File: src/rtl/branch_predictor.sv
// branch_predictor: fetch-stage next-PC predictor.
// Direct-mapped BTB with a 2-bit saturating direction counter per entry.
// Lookup is combinational from F_pc; training happens on EX branch resolution.
// Optional build macro: BP_STATS_EN adds resolved-branch and mispredict counters.
module branch_predictor #(
  parameter int XLEN       = 5,
  parameter int INDEX_BITS = 3
) (
  input  logic            clk,
  input  logic            rst,
  input  logic [XLEN-1:0] F_pc,
  output logic            F_BP_taken,
  output logic [XLEN-1:0] F_BP_target_pc,
  input  logic            EX_br_valid,
  input  logic [XLEN-1:0] EX_br_pc,
  input  logic            EX_br_taken,
`ifdef BP_STATS_EN
  input  logic            EX_br_mispredict,
  output logic [15:0]     stat_branches,
  output logic [15:0]     stat_mispredicts,
`endif
  input  logic [XLEN-1:0] EX_br_target
);

  localparam int TAG_BITS = XLEN - INDEX_BITS;
  localparam int ENTRIES  = 1 << INDEX_BITS;

  // BTB storage, one slot per index.
  logic                r_valid  [ENTRIES];
  logic [TAG_BITS-1:0] r_tag    [ENTRIES];
  logic [XLEN-1:0]     r_target [ENTRIES];
  logic [1:0]          r_ctr    [ENTRIES];

  // Lookup side (fetch PC).
  logic [INDEX_BITS-1:0] w_rd_idx;
  logic [TAG_BITS-1:0]   w_rd_tag;
  logic                  w_rd_hit;
  logic [XLEN-1:0]       w_seq_pc;

  // Update side (resolved branch PC).
  logic [INDEX_BITS-1:0] w_wr_idx;
  logic [TAG_BITS-1:0]   w_wr_tag;
  logic                  w_wr_hit;
  logic [1:0]            w_ctr_inc;
  logic [1:0]            w_ctr_dec;

  assign w_rd_idx = F_pc[INDEX_BITS-1:0];
  assign w_rd_tag = F_pc[XLEN-1:INDEX_BITS];
  assign w_seq_pc = F_pc + XLEN'(1);

  assign w_wr_idx = EX_br_pc[INDEX_BITS-1:0];
  assign w_wr_tag = EX_br_pc[XLEN-1:INDEX_BITS];

  // Lookup reads the registered array only, so a same-cycle update to the
  // same index is seen by fetch on the following cycle (no bypass).
  always_comb begin
    w_rd_hit       = 1'b0;
    F_BP_taken     = 1'b0;
    F_BP_target_pc = w_seq_pc;
    w_rd_hit       = r_valid[w_rd_idx] && (r_tag[w_rd_idx] == w_rd_tag);
    F_BP_taken     = !rst && w_rd_hit && r_ctr[w_rd_idx][1];
    if (F_BP_taken) begin
      F_BP_target_pc = r_target[w_rd_idx];
    end
  end

  // Saturating next values for the entry addressed by the resolving branch.
  always_comb begin
    w_wr_hit  = r_valid[w_wr_idx] && (r_tag[w_wr_idx] == w_wr_tag);
    w_ctr_inc = (r_ctr[w_wr_idx] == 2'b11) ? 2'b11 : r_ctr[w_wr_idx] + 2'b01;
    w_ctr_dec = (r_ctr[w_wr_idx] == 2'b00) ? 2'b00 : r_ctr[w_wr_idx] - 2'b01;
  end

  // Update port: valid-only, no ready. EX_br_valid high for one cycle means
  // one resolved branch described by EX_br_pc/taken/target is consumed at
  // that clock edge; when it is low every other EX_br_* input is ignored.
  // Training: hits move the counter, taken misses allocate weakly-taken.
  always_ff @(posedge clk or posedge rst) begin
    if (rst) begin
      for (int i = 0; i < ENTRIES; i++) begin
        r_valid[i]  <= 1'b0;
        r_tag[i]    <= '0;
        r_target[i] <= '0;
        r_ctr[i]    <= 2'b01;
      end
    end else if (EX_br_valid) begin
      if (w_wr_hit) begin
        if (EX_br_taken) begin
          r_ctr[w_wr_idx]    <= w_ctr_inc;
          r_target[w_wr_idx] <= EX_br_target;
        end else begin
          r_ctr[w_wr_idx] <= w_ctr_dec;
        end
      end else if (EX_br_taken) begin
        r_valid[w_wr_idx]  <= 1'b1;
        r_tag[w_wr_idx]    <= w_wr_tag;
        r_target[w_wr_idx] <= EX_br_target;
        r_ctr[w_wr_idx]    <= 2'b10;
      end
    end
  end

`ifdef BP_STATS_EN
  logic [15:0] r_stat_branches;
  logic [15:0] r_stat_mispredicts;

  // Saturating event counters for resolutions and mispredicts.
  always_ff @(posedge clk or posedge rst) begin
    if (rst) begin
      r_stat_branches    <= '0;
      r_stat_mispredicts <= '0;
    end else if (EX_br_valid) begin
      if (r_stat_branches != 16'hFFFF) begin
        r_stat_branches <= r_stat_branches + 16'd1;
      end
      if (EX_br_mispredict && (r_stat_mispredicts != 16'hFFFF)) begin
        r_stat_mispredicts <= r_stat_mispredicts + 16'd1;
      end
    end
  end

  assign stat_branches    = r_stat_branches;
  assign stat_mispredicts = r_stat_mispredicts;
`endif

endmodule

File: config.mk
export PLATFORM = sky130hd
export DESIGN_NAME = branch_predictor
export DESIGN_NICKNAME = d
export VERILOG_FILES = /design/src/rtl/branch_predictor.sv
export SDC_FILE = /design/constraint.sdc
export NUM_CORES = 1
export LEC_CHECK = 0
export ABC_AREA = 1
export CAP_MARGIN = 20
export CORE_AREA = 3 3 97 99
export DETAILED_ROUTE_END_ITERATION = 12
export DIE_AREA = 0 0 100 102
export GPL_TIMING_DRIVEN = 1
export PLACE_DENSITY = 0.83
export SETUP_SLACK_MARGIN = 0.02
export SLEW_MARGIN = 40
export SYNTH_ARGS = -nofsm -noshare
export SYNTH_HDL_FRONTEND = slang
export SYNTH_SLANG_ARGS = --single-unit
File: constraint.sdc
create_clock -name clk -period 3.2 [get_ports clk]
set_clock_uncertainty 0.05 [all_clocks]
set_input_delay 0.64 -clock clk [delete_from_list [all_inputs] [get_ports clk]]
set_output_delay 0.64 -clock clk [all_outputs]
set_load 0.02 [all_outputs]
==> results_dict.tcl <==
set metrics [dict create \
    wire_per_inst_um 16.0 \
    antennaDiodeCount 0 \
    drtIter0Drc 434 \
    vias 4287 \
    p_leak_uw 0.00259 \
    critPathTopFamily "buffers and inverters" \
    p_per_area_nw_per_um2 549 \
    status "finished clean" \
    place_ws_ns -0.388 \
    fp-row-count 34 \
    dpl.hpwl_mm 8.58 \
    synthCells 599 \
    crit_path_start_kind "input port" \
    top_layer_used "met4" \
    tightest_slew_ns 0.594 \
    drive_gt1_share_pct 15.7 \
    io_pins 25 \
    path_clk_slew_ns 0.08 \
    cts_buffer_depth 2 \
    ant_nets 0 \
    die_y_um 102 \
    cts_tree "yes" \
    crit_top_cell "nand2_1" \
    seq_area_frac_synth_pct 44.3 \
    worst_setup_path_end_kind "primary output" \
    core_area_um2 8640 \
    synth_nets 619 \
    met3_wirelength_um 883 \
    cp_max_fo 5 \
    io_buffers 24 \
    htreeDepth 3 \
    fin_crit_sh_pct 94.9 \
    place_inst 735 \
    rsz0062_at_grt "false" \
    yosys-top-cells-area "dfrtp_1, nand2_1, o21ai_0" \
    finalMaxSlewViolations 0 \
    syn_to_final_growth_pct 16.3 \
    setup_viol 0 \
    holdBufCountCts 0 \
    crit_buf_inv 4 \
    path_class "input port to primary output" \
    routed_wl_mm 12.0 \
    cp.required_ns 2.51 \
    final_cells 753 \
    fmax_ghz 0.329 \
    ys_seq_elements 80 \
    critPathSlowestCell "clkdlybuf4s50_1" \
    setup_tns_ns 0 \
    finalWeightedCongestion 0.951 \
    hp-class "flop to flop" \
    grt_pass1_vias 4142 \
    cp_cell_sequence "clkdlybuf4s50_1, inv_1, nand2_1, nand2_1, nand2_1, o21ai_1, nor2_4, buf_4, nand3_1, nand2_1, buf_2" \
    drt-pass1-iter-count 5 \
    dr_wl_met2_mm 5.93 \
    slowest_delay_ns 0.55 \
    die_area_um2 10200 \
    cts_sinks 80 \
    cts_buffers 9 \
    yosysTopAreaCell "dfrtp_1" \
    overflow 0 \
    vdd_drop_max_mv 0.396 \
    clk_latency_ns 0.36 \
    drc 0 \
    grt_first_pass_wirelength_mm 20.0 \
    track_usage_pct 24.8 \
    grt_max_degree 43 \
    setup_slack_ns 0.164 \
    drt-met1-wl_mm 4.88 \
    drv_cap 0 \
    maxSlewHeadroom_pct 60.3 \
    synth_cell_type_count 39 \
    root_buffer "clkbuf_8" \
    synthesis.area_per_instance_um2 7.58 \
    period_minus_slack_ns 3.04 \
    initial_utilization_pct 52.6 \
    chipWidth_um 100 \
    seqCellArea_um2 2010 \
    multiInputGateArea_um2 2180 \
    utilization_pct 61.2 \
    crit_arrival_ns 2.35 \
    vias_per_cell 5.69 \
    hold_viol_final 0 \
    yosysWarnings 0 \
    fillCellCount 739 \
    netlist.area_leader.share_pct 39.7 \
    antenna_found_initial 0 \
    fin_nets 660 \
    synth_area_um2 4540 \
]
-- metal layers --
| metal | track usage, % | vias to the layer above |
|---|---|---|
| li1 | - | 2037 |
| met1 | 31.7 | 2001 |
| met2 | 42.1 | 209 |
| met3 | 4.98 | 40 |
| met4 | 9.33 | 0 |
| met5 | 0 | - |
-- sequential cells by signal, indices dropped and copies added (netlist names) --
name,flops
r_ctr,16
r_tag,16
r_valid,8
r_target,40
-- final timing paths --
check                           startpoint                end  slack [ns]  cells after the start
worst max-delay path               F_pc[2]  F_BP_target_pc[2]        0.16                     11
worst min register to register    r_ctr[8]           r_ctr[8]        0.42                      2
worst min-delay path              r_ctr[8]           r_ctr[8]        0.42                      2
min in group asynchronous              rst           r_tag[5]        0.67                      2
max in group asynchronous              rst       r_target[10]        1.85                      3
worst max register to register    r_tag[3]           r_tag[2]        1.37                     12
-- cells by family (layout without fill, tap and decap cells) --
logic type	after synthesis	after routing	synth area share [%]
fa+ha+maj	1	1	0.275
xor+xnor	3	3	0.579
simple gates	317	317	31.7
compound gates	121	121	15.4
flops	80	80	44.3
buf+inv	77	123	7.74
-- where the power goes --
part / leakage (uW) / switching [uW] / internal (uW)
logic: 0.00154 / 448 / 274
clock network: 0.000105 / 405 / 394
registers: 0.000944 / 139 / 1240
total: 0.00259 / 992 / 1910
-- placed cells by master, fill, tap and decap left out, types with 16 or more instances in the layout --
cell	synthesis	final
nand2_1	210	210
dfrtp_1	72	72
o21ai_0	52	52
inv_1	45	44
nand3_1	44	44
nor2_1	29	29
a21oi_1	28	28
buf_4	0	22
o21ai_1	19	19
clkdlybuf4s50_1	0	16
-- tightest hold or removal path, delay by kind of cell (launching register included) --
| kind | cells | cell delay, ns |
|---|---|---|
| flops | 1 | 0.38 |
| simple gates | 2 | 0.10 |
-- synth_stat cells --
cell type and count:
nor2_1 29, o31ai_1 2, inv_1 45, buf_6 5, nand3_1 44, nand2_8 1
a32o_1 3, o21ai_0 52, nand2_4 2, o22ai_1 4, a31oi_2 1, nand2_2 11
nor3_1 3, o21ai_4 1, clkinv_1 1, nor2_2 2, dfrtp_1 72, o21bai_4 1
ha_1 1, o21ai_1 19, o21ai_2 1, xor2_1 2, clkbuf_1 2, nand3_2 8
inv_2 5, nor2_8 2, inv_4 1, o2111ai_1 8, inv_6 1, nor2_4 2
nand3b_1 1, a31oi_1 1, buf_1 3, a21oi_1 28, nand3_4 2, dfstp_2 8
xnor2_1 1, nand2_1 210, buf_2 14
-- per-stage QoR --
stage | hold slack (ns) | cell area, um2 | power, uW
2_1_floorplan | 0.392 | 4540 | 1870
3_3_place_gp | 0.404 | 5060 | 2060
3_5_place_dp | 0.409 | 5060 | 2100
4_1_cts | 0.422 | 5270 | 2900
5_1_grt | 0.435 | 5280 | 3070
6_report | 0.424 | 5280 | 2900
-- area by class of cell --
cell class | instances | share of cell area (%)
tap | 108 | 2.56
multi-input combinational | 442 | 41.3
timing repair buffer | 54 | 10.0
clock inverter | 6 | 1.42
sequential | 80 | 38.1
inverter | 53 | 3.96
clock buffer | 10 | 2.61
-- what timing repair did --
action | CTS | global route
endpoints found under the setup margin | 6 | 6
pin swaps | 1 | 1
cloned | 0 | 1
resized for setup | 21 | 2
buffers inserted | 0 | 1
Power figures use the tool's default switching activity.
